[src/rtl/led_bank_arbiter.sv]
// Time-sliced round-robin arbiter sharing an 8-bit LED bank among 4 requesters.
// Optional macro HEARTBEAT_EN drives a heartbeat on LED7 while idle.
module led_bank_arbiter #(
  parameter int SLICE_W = 22
) (
  input  logic        clk,
  input  logic        rst,
  input  logic [3:0]  req,
  input  logic [31:0] pat,
  output logic [3:0]  gnt,
  output logic [1:0]  owner,
  output logic        busy,
  output logic        slice_tick,
  output logic [7:0]  LEDS
);

  typedef enum logic {IDLE, GRANT} state_t;

  localparam logic [SLICE_W-1:0] CNT_LAST    = {SLICE_W{1'b1}};
  localparam logic [SLICE_W-1:0] CNT_PRELAST = {{(SLICE_W-1){1'b1}}, 1'b0};

  state_t             state_reg;
  logic [SLICE_W-1:0] cnt_reg;
  logic [1:0]         rr_ptr_reg;
  logic [3:0]         gnt_reg;
  logic [1:0]         owner_reg;
  logic               busy_reg;
  logic               tick_reg;
  logic [7:0]         leds_reg;

  logic [3:0]         rot_req;
  logic [7:0]         pat_arr [4];
  logic [1:0]         sel_off;
  logic [1:0]         sel;
  logic [7:0]         idle_leds;
  logic               owner_req;

  // Requests rotated so that index 0 is the current round-robin head.
  for (genvar gi = 0; gi < 4; gi++) begin : g_rot
    assign rot_req[gi] = req[rr_ptr_reg + 2'(gi)];
    assign pat_arr[gi] = pat[8*gi +: 8];
  end

  always_comb begin
    sel_off = 2'd0;
    for (int k = 3; k >= 0; k--) begin
      if (rot_req[k]) sel_off = 2'(k);
    end
  end

  assign sel       = rr_ptr_reg + sel_off;
  assign owner_req = req[owner_reg];

`ifdef HEARTBEAT_EN
  assign idle_leds = {cnt_reg[SLICE_W-1], 7'b0};
`else
  assign idle_leds = 8'h00;
`endif

  always_ff @(posedge clk) begin
    if (rst) begin
      state_reg  <= IDLE;
      cnt_reg    <= '0;
      rr_ptr_reg <= 2'd0;
      gnt_reg    <= 4'b0000;
      owner_reg  <= 2'd0;
      busy_reg   <= 1'b0;
      tick_reg   <= 1'b0;
      leds_reg   <= 8'h00;
    end else begin
      case (state_reg)
        IDLE: begin
          leds_reg <= idle_leds;
          tick_reg <= 1'b0;
          if (req != 4'b0000) begin
            state_reg  <= GRANT;
            gnt_reg    <= 4'b0001 << sel;
            owner_reg  <= sel;
            busy_reg   <= 1'b1;
            cnt_reg    <= '0;
            rr_ptr_reg <= sel + 2'd1;
          end else begin
            cnt_reg <= cnt_reg + 1'b1;
          end
        end
        GRANT: begin
          if (!owner_req) begin
            // Release has priority over a coincident slice end.
            state_reg <= IDLE;
            gnt_reg   <= 4'b0000;
            busy_reg  <= 1'b0;
            tick_reg  <= 1'b0;
            cnt_reg   <= cnt_reg + 1'b1;
            leds_reg  <= idle_leds;
          end else if (cnt_reg == CNT_LAST) begin
            // Owner sits last in the scan order, so it is re-picked only when alone.
            gnt_reg    <= 4'b0001 << sel;
            owner_reg  <= sel;
            cnt_reg    <= '0;
            rr_ptr_reg <= sel + 2'd1;
            tick_reg   <= 1'b0;
            leds_reg   <= pat_arr[owner_reg];
          end else begin
            cnt_reg  <= cnt_reg + 1'b1;
            tick_reg <= (cnt_reg == CNT_PRELAST);
            leds_reg <= pat_arr[owner_reg];
          end
        end
        default: begin
          state_reg <= IDLE;
          gnt_reg   <= 4'b0000;
          busy_reg  <= 1'b0;
          tick_reg  <= 1'b0;
        end
      endcase
    end
  end

  assign gnt        = gnt_reg;
  assign owner      = owner_reg;
  assign busy       = busy_reg;
  assign slice_tick = tick_reg;
  assign LEDS       = leds_reg;

endmodule

[config.mk]
export PLATFORM = sky130hd
export DESIGN_NAME = led_bank_arbiter
export DESIGN_NICKNAME = d
export VERILOG_FILES = /design/src/rtl/led_bank_arbiter.sv
export SDC_FILE = /design/constraint.sdc
export NUM_CORES = 1
export LEC_CHECK = 0
export ABC_AREA = 0
export CORE_ASPECT_RATIO = 0.9
export CORE_UTILIZATION = 53
export DETAILED_ROUTE_END_ITERATION = 8
export GPL_TIMING_DRIVEN = 1
export PLACE_DENSITY_LB_ADDON = 0.1
export SLEW_MARGIN = 10
export SYNTH_ARGS = -nofsm -noshare
export SYNTH_HDL_FRONTEND = slang
export SYNTH_SLANG_ARGS = --single-unit
export TNS_END_PERCENT = 30
[constraint.sdc]
create_clock -name clk -period 5.9 [get_ports clk]
set_input_delay 1.18 -clock clk [delete_from_list [all_inputs] [get_ports clk]]
set_output_delay 1.18 -clock clk [all_outputs]
set_load 0.03 [all_outputs]
==> After elaboration in Yosys (flattened, before gate mapping) <==
Cells that the tools add are included.
{ "word_totals": {"register_bits": 41, "input_bits": 38, "output_inout_bits": 16, "elab_cells": 78} }
{ "classes": {"n_addsub": 6, "magnitude_cmp": 6, "eq_ne": 7, "n_shift": 1, "mux": 44, "bitwise": 2, "reduce_logical": 4} }
{ "ops": {"columns": ["operator", "count"], "rows": [
  ["$mux 22", 3],
  ["$eq 22x22->1 const B", 2],
  ["$pmux 22 s2", 1],
  ["$mux 8", 3],
  ["$add 22x1->22 const B", 1],
  ["$mux 2", 10],
  ["$bmux 8 s2", 1],
  ["$pmux 8 s2", 1],
  ["$lt 2x3->1 const B", 5],
  ["$mux 4", 3],
  ["$mux 1", 11],
  ["$bmux 1 s2", 5],
  ["$pmux 2 s2", 2],
  ["$pmux 4 s2", 1],
  ["$pmux 1 s2", 3],
  ["$add 2x1->2 const B", 2],
  ["$add 2x2->2 const B", 2],
  ["$ne 2x1->1 const B", 2],
  ["$ne 2x2->1 const B", 2],
  ["$reduce_and 2->1", 2],
  ["$reduce_bool 4->1", 1],
  ["$shl 1x2->4 const A", 1],
  ["$ge 3x3->1 const B", 1],
  ["$ne 3x2->1 const B", 1],
  ["other kinds (4)", 4]
]} }

==> Depth between registers and ports, before layout <==
Gate-level depths: netlist (run 1).
{ "depth": {"depth_word": 12, "mapped_depth": 12, "mapped_depth_nobuf": 11} }

==> Worst setup path before layout (run 1) <==
Ideal clock, no wire load.
{ "synth_path": {"path_type": "input -> register", "startpoint": "in req[2]", "endpoint": "reg gnt_reg[2] (netlist: gnt[2])", "setup_time_ns": 0.115, "arrival_ns": 2.940, "setup_slack_ns": 2.845, "stages": 11, "n_path_buf": 1, "cell_sequence": "clkbuf_1 a221oi_1 a31oi_1 a211o_1 ha_1 xnor2_1 xnor2_1 inv_1 ha_1 mux2i_1 nor2_1"} }
{ "synth_via": {"elab_chain_cells": 11, "elab_cells_between_ends": 24} }
{ "synth_rtl": {"columns": ["item", "line", "rtl"], "rows": [
  ["start, declared", "8", "input logic [3:0] req,"],
  ["$bmux 1 s2", "40", "assign rot_req[gi] = req[rr_ptr_reg + 2'(gi)];"],
  ["$mux 1 (implied by the code)", "40", null],
  ["$mux 2 (4 in a row)", "47", "if (rot_req[k]) sel_off = 2'(k);"],
  ["$add 2x2->2", "51", "assign sel = rr_ptr_reg + sel_off;"],
  ["$shl 1x2->4", "77, 97", null],
  ["$mux 4", "95", "end else if (cnt_reg == CNT_LAST) begin"],
  ["$mux 4", "87", "if (!owner_req) begin"],
  ["$pmux 4 s2", "71", "case (state_reg)"],
  ["end signal, assigned", "77", "gnt_reg <= 4'b0001 << sel;"],
  ["end signal, assigned", "97", "gnt_reg <= 4'b0001 << sel;"],
  ["end, declared", "25", "logic [3:0] gnt_reg;"]
]} }
Several ways; a longest one is shown, not always the timed one. The select of a mux whose other input is x is not followed.
A chain may end at the register's enable or synchronous reset.

==> Worst setup path after layout (run 1) <==
{ "layout_path": {"startpoint": "in req[1]", "endpoint": "reg gnt_reg[2] (netlist: gnt[2])"} }
Same word-level chain as after synthesis.

==> results of run 1 <==
==> path summary, 6_finish.rpt <==
check	endpoint	slack, ns	cells after the start
max	gnt[2]$_SDFFE_PP0P_	2.42	12
min	busy$_SDFFE_PP0P_	0.47	2
max reg2reg	gnt[2]$_SDFFE_PP0P_	3.45	11
min reg2reg	busy$_SDFFE_PP0P_	0.47	2
==> cell usage after synthesis (6+ instances only) <==
cell     number  share of area, %
nor2b_1       9               2.6
inv_1         7               1.2
xnor2_1      11               4.5
nand4_1       6               1.7
nor2_2        7               2.0
nor2_1       22               3.8
mux4_1        8               9.7
nor2_4       14               7.3
dfxtp_1      41                38
xor2_1       11               4.5
nand2_1       6               1.0
nand3_1       8               1.9
==> metal layers <==
layer  share of wire, %  vias up  wire length (um)  GRT usage (%)
met1                 48      761              2030           29.2
met5                  0        -                 0              0
met2                 45       45              1900           32.9
met4                1.4        0                59           8.16
li1                   -      822                 -              -
met3                5.1        5               214           5.16
==> placed cells by master, fill, tap and decap left out, types with 2 or more instances in the layout <==
master / Yosys / routed
clkdlybuf4s50_1: 0 / 53
dfxtp_1: 41 / 41
nor2_1: 22 / 22
nor2_4: 14 / 14
xnor2_1: 11 / 11
xor2_1: 11 / 11
nor2b_1: 9 / 9
mux4_1: 8 / 8
nand3_1: 8 / 8
inv_1: 7 / 7
nor2_2: 7 / 7
nand2_1: 6 / 6
nand4_1: 6 / 6
nor4_1: 5 / 5
ha_1: 5 / 5
clkbuf_8: 0 / 5
o2bb2ai_1: 3 / 3
o21ai_0: 2 / 2
a31oi_1: 2 / 2
nand3b_1: 2 / 2
mux2i_1: 2 / 2
and2_1: 2 / 2
and3_1: 2 / 2
clkinv_2: 0 / 2
==> per-stage QoR <==
step	instance area, sq um	std cells	setup WS [ns]	hold slack [ns]
after floorplan	2160	204	2.85	0.450
after global placement	2680	295	2.20	0.453
after detailed placement	2680	295	2.14	0.463
after CTS	2760	303	2.44	0.480
after global routing	2760	303	2.15	0.502
final	2760	303	2.42	0.474
==> power breakdown <==
| group | switching, mW | total [mW] | leakage (nW) | internal [mW] |
|---|---|---|---|---|
| clock network | 0.0965 | 0.178 | 0.0439 | 0.0816 |
| logic | 0.157 | 0.322 | 0.570 | 0.165 |
| registers | 0.0491 | 0.359 | 0.333 | 0.309 |
| total | 0.303 | 0.858 | 0.947 | 0.556 |
==> logic make-up (layout without fill, tap and decap cells) <==
logic type,count (synthesis),count (layout),synth area share [%]
AOI/OAI and AO/OA,17,17,6.14
DFF,41,41,38.0
adders and majority gates,5,5,2.90
muxes,11,11,11.7
buffers and inverters,15,68,4.57
and+or+nand+nor,93,93,27.8
xor gates and xnor gates,22,22,8.92
==> area by class of cell <==
type,instances,area [sq um]
clock inverter,3,17.5
tap,46,57.6
clock buffer,5,68.8
fill,312,1050
timing repair buffer,53,531
inverter,7,26.3
sequential,41,821
multi-input combinational,148,1240
==> worst min-delay path: cells and delay by family (launching register included) <==
kind,cells,cell delay [ns]
AND/OR/NAND/NOR,2,0.12
flip-flops,1,0.33
==> results.sh, run 1 <==
export IMPL_status="completed"
export IMPL_ys_seq_area_share_pct=38.0
export IMPL_cp_required_ns=6.09
export IMPL_diodes=0
export IMPL_regToRegStartpoint="rr_ptr_reg[0]$_SDFFE_PP0P_"
export IMPL_synth_ff_type="dfxtp_1"
export IMPL_syn_to_final_growth_pct=27.9
export IMPL_synth_cell_types=46
export IMPL_min_delay_start="busy$_SDFFE_PP0P_"
export IMPL_p_total_mw=0.858
export IMPL_clock_sinks=41
export IMPL_synth_fp_nets=247
export IMPL_critical_path_buf_inv_count=2
export IMPL_syn_area_sq_mm=0.00216
export IMPL_grt_max_degree=22
export IMPL_clockBufferDepth=2
export IMPL_worstPathArrival_ns=3.67
export IMPL_slew_violations=0
export IMPL_grt_first_pass_wirelength_mm=7.31
export IMPL_viasPerCell=5.39
export IMPL_critPathTopFamily="buffers and inverters"
export IMPL_largest_register_ffs=22
export IMPL_cp_slowest_cell="clkdlybuf4s50_1"
export IMPL_cp_slowest_stage_delay_ns=0.62
export IMPL_cap_violations=0
export IMPL_grt_pass1_vias=1605
export IMPL_drt_iter0_drc=66
export IMPL_tns_ns=0
export IMPL_slew_headroom_pct=61.2
export IMPL_track_usage_pct=21.4
export IMPL_fp_dieH_um=62.6
export IMPL_synth_edff_count=0
export IMPL_cts_resized=0
export IMPL_design_die_area_sq_mm=0.00434
export IMPL_initial_utilization_pct=56.7
export IMPL_finalHoldViolCount=0
export IMPL_worst_path_max_fanout=8
export IMPL_path_class="in2reg"
export IMPL_cts_root_buf="clkbuf_8"
export IMPL_finClkSkew_ns=0.00837
export IMPL_worstSkewPairLatency_ns=0.30
export IMPL_routedWlPerCell_um=13.9
export IMPL_ir_drop_uv=319
export IMPL_core_sq_mm=0.00381
export IMPL_hpwl_mm=3.14
export IMPL_yosys_warnings=0
export IMPL_fin_crit_ns=3.48
export IMPL_critPathLaunchType="input pin"
export IMPL_crit_start="req[1]"
export IMPL_powerDensity_mw_per_mm2=311
export IMPL_io_buffer_count=53
export IMPL_synthArstFlopShare_pct=0
export IMPL_drt_first_pass_iters=4
export IMPL_cts_tree="yes"
export IMPL_rows=21
export IMPL_drc=0
export IMPL_holdCritPathClass="reg2reg"
export IMPL_cts_buffers_inserted=5
export IMPL_rsz0062_at_grt="no"
export IMPL_routed_wl_mm=4.20
export IMPL_tightestPinTransition_ns=0.581
export IMPL_utilization_pct=72.5
export IMPL_io_pins=54
export IMPL_fin_crit_sh_pct=58.9
export IMPL_overflow=0
export IMPL_place_congestion=0.854
export IMPL_h_tree_depth=2
export IMPL_antenna_found_initial=0
export IMPL_setup_viol_count_final=0
export IMPL_ant_nets=0
export IMPL_ys_ff_latch=41
export IMPL_synth_cells=204
export IMPL_vias=1633
export IMPL_cp_cell_sequence="clkdlybuf4s50_1 -> nor2b_1 -> a221oi_1 -> a31oi_1 -> a211o_1 -> ha_1 -> xnor2_1 -> xnor2_1 -> inv_1 -> ha_1 -> mux2i_1 -> nor2_1"
export IMPL_cts_clk_slew_worst_paths_ns=0.07
export IMPL_nets=299
export IMPL_syn_avg_cell_area_sq_um=10.6
export IMPL_critPathCaptureType="flip-flop"
export IMPL_cts_hold_buf=0
export IMPL_drive_above_1_share_pct=14.0
export IMPL_fmax_mhz=288
export IMPL_die_w_um=69.3
export IMPL_postCtsSetupBuffers=0
export IMPL_leakagePower_nw=0.947
No activity file was read; power rests on OpenSTA's default activity.
==> run 2, diff against run 1 <==
--- a/config.mk
+++ b/config.mk
@@ -7,7 +7,7 @@
 export LEC_CHECK = 0
 export ABC_AREA = 0
 export CORE_ASPECT_RATIO = 0.9
-export CORE_UTILIZATION = 53
+export CORE_UTILIZATION = 49
 export DETAILED_ROUTE_END_ITERATION = 8
 export GPL_TIMING_DRIVEN = 1
 export PLACE_DENSITY_LB_ADDON = 0.1
==> constraint.sdc (replaced) <==
create_clock -name clk -period 3.2 [get_ports clk]
set_input_delay 0.64 -clock clk [delete_from_list [all_inputs] [get_ports clk]]
set_output_delay 0.64 -clock clk [all_outputs]
set_load 0.03 [all_outputs]
==> run 2 against run 1 <==
Net effect:
- register-to-register slack worse by 2.7 ns
- flip-flop and latch count did not move
- die area is 7.9% higher
- final cell count is 6.6% higher
- clock power grew 140%
- largest power group is now combinational cells
- highest routed layer unchanged
==> results.sh, run 2 (synthesis results as in run 1) <==
export IMPL_status="completed"
export IMPL_cts_resized=0
export IMPL_slew_violations=0
export IMPL_finalHoldViolCount=0
export IMPL_slew_headroom_pct=69.9
export IMPL_drive_above_1_share_pct=15.6
export IMPL_path_class="in2reg"
export IMPL_fmax_mhz=358
export IMPL_cts_tree="yes"
export IMPL_overflow=0
export IMPL_grt_max_degree=13
export IMPL_fp_dieH_um=65
export IMPL_core_sq_mm=0.00416
export IMPL_fin_crit_ns=2.79
export IMPL_io_pins=54
export IMPL_cts_root_buf="clkbuf_8"
export IMPL_cts_hold_buf=0
export IMPL_nets=305
export IMPL_p_total_mw=1.73
export IMPL_drt_first_pass_iters=4
export IMPL_routed_wl_mm=4.31
export IMPL_largest_register_ffs=22
export IMPL_h_tree_depth=2
export IMPL_ant_nets=0
export IMPL_tns_ns=0
export IMPL_critPathLaunchType="input pin"
export IMPL_hpwl_mm=3.22
export IMPL_powerDensity_mw_per_mm2=603
export IMPL_grt_pass1_vias=1577
export IMPL_clockBufferDepth=2
export IMPL_antenna_found_initial=0
export IMPL_io_buffer_count=53
export IMPL_critPathCaptureType="flip-flop"
export IMPL_whs_ns=0.492
export IMPL_mostFrequentLayoutCell="clkdlybuf4s50_1"
export IMPL_die_w_um=72
export IMPL_syn_to_final_growth_pct=32.7
export IMPL_finClkSkew_ns=0.00718
export IMPL_layout_common_cells="clkdlybuf4s50_1 (53), dfxtp_1 (41), nor2_1 (22)"
export IMPL_drt_iter0_drc=68
export IMPL_leakagePower_nw=0.996
export IMPL_cts_buffers_inserted=5
export IMPL_worstSkewPairLatency_ns=0.30
export IMPL_postCtsSetupBuffers=0
export IMPL_track_usage_pct=19.7
export IMPL_viasPerCell=5.02
export IMPL_clock_sinks=41
export IMPL_rsz0062_at_grt="no"
export IMPL_design_die_area_sq_mm=0.00468
export IMPL_holdCritPathClass="reg2reg"
export IMPL_cts_clk_slew_worst_paths_ns=0.08
export IMPL_cp_required_ns=3.39
export IMPL_routedWlPerCell_um=13.3
export IMPL_place_congestion=0.764
export IMPL_worst_path_max_fanout=6
export IMPL_worstPathArrival_ns=2.99
export IMPL_ir_drop_uv=599
export IMPL_cap_violations=0
export IMPL_setup_viol_count_final=0
export IMPL_vias=1620
export IMPL_diodes=0
export IMPL_tightestPinTransition_ns=0.451
export IMPL_fin_crit_sh_pct=87.3
export IMPL_grt_first_pass_wirelength_mm=7.11
export IMPL_drc=0
export IMPL_initial_utilization_pct=52.0
export IMPL_rows=22
-- run 2: cell count changes in the layout (fill, tap and decap cells not counted), sizes merged --
cell      previous run  this run
clkinv               2         0
clkbuf               5         7
clkinvlp             1         0
bufinv               0         1
buf                  0         6
-- run 2: worst max-delay path: stages --
cell and delay [ns]:
clkdlybuf4s50_1 0.44, buf_4 0.17, a221oi_1 0.25, a31oi_1 0.06, a211o_1 0.28, ha_1 0.19
xnor2_1 0.13, xnor2_1 0.35, inv_1 0.08, ha_1 0.18, mux2i_1 0.14, nor2_1 0.06
-- run 2: through the flow --
step | instances | worst slack [ns] | util, % | cell area [sq um]
final | 323 | 0.407 | 69.0 | 2870
after detailed placement | 315 | 0.147 | 66.2 | 2750
after global placement | 315 | 0.184 | 66.2 | 2750
after global routing | 323 | 0.248 | 69.0 | 2870
after CTS | 323 | 0.444 | 69.0 | 2870
after floorplan | 204 | 0.685 | - | 2160
-- run 2: worst paths after layout --
path                                    from  depth (start not counted)                    end  slack, ns
hold / removal         cnt_reg[0]$_SDFF_PP0_                          1  cnt_reg[0]$_SDFF_PP0_       0.49
setup reg to reg  rr_ptr_reg[0]$_SDFFE_PP0P_                         11    gnt[2]$_SDFFE_PP0P_       0.74
hold reg to reg        cnt_reg[0]$_SDFF_PP0_                          1  cnt_reg[0]$_SDFF_PP0_       0.49
setup / recovery                      req[1]                         12    gnt[2]$_SDFFE_PP0P_       0.41
-- run 2: where the power goes --
part / internal (mW) / switching [mW] / total [mW]
combinational: 0.338 / 0.328 / 0.665
clock: 0.254 / 0.174 / 0.428
sequential: 0.570 / 0.0657 / 0.636
total: 1.16 / 0.567 / 1.73
-- run 2: cell type report --
cell class | count | area [sq um]
Multi-Input combinational cell | 148 | 1240
Clock buffer | 7 | 86.3
Clock inverter | 1 | 30.0
Timing Repair Buffer | 59 | 588
Fill cell | 337 | 1290
Inverter | 7 | 26.3
Sequential cell | 41 | 821
Tap cell | 60 | 75.1
-- run 2: per-layer routing --
metal / share of wire [%] / up-vias / global-route usage, % / routed length, um
li1: - / 834 / - / -
met1: 48 / 741 / 24.5 / 2070
met2: 46 / 41 / 33.0 / 1980
met3: 5.4 / 4 / 6.22 / 234
met4: 0.63 / 0 / 5.39 / 27
met5: 0 / - / 0 / 0
==> run 3, diff against run 2 <==
--- a/config.mk
+++ b/config.mk
@@ -8,6 +8,7 @@
 export ABC_AREA = 0
 export CORE_ASPECT_RATIO = 0.9
 export CORE_UTILIZATION = 49
+export CTS_CLUSTER_DIAMETER = 40
 export DETAILED_ROUTE_END_ITERATION = 8
 export GPL_TIMING_DRIVEN = 1
 export PLACE_DENSITY_LB_ADDON = 0.1
==> results of run 3 <==
Final layout, timing and power as in run 2 (identical DEF).
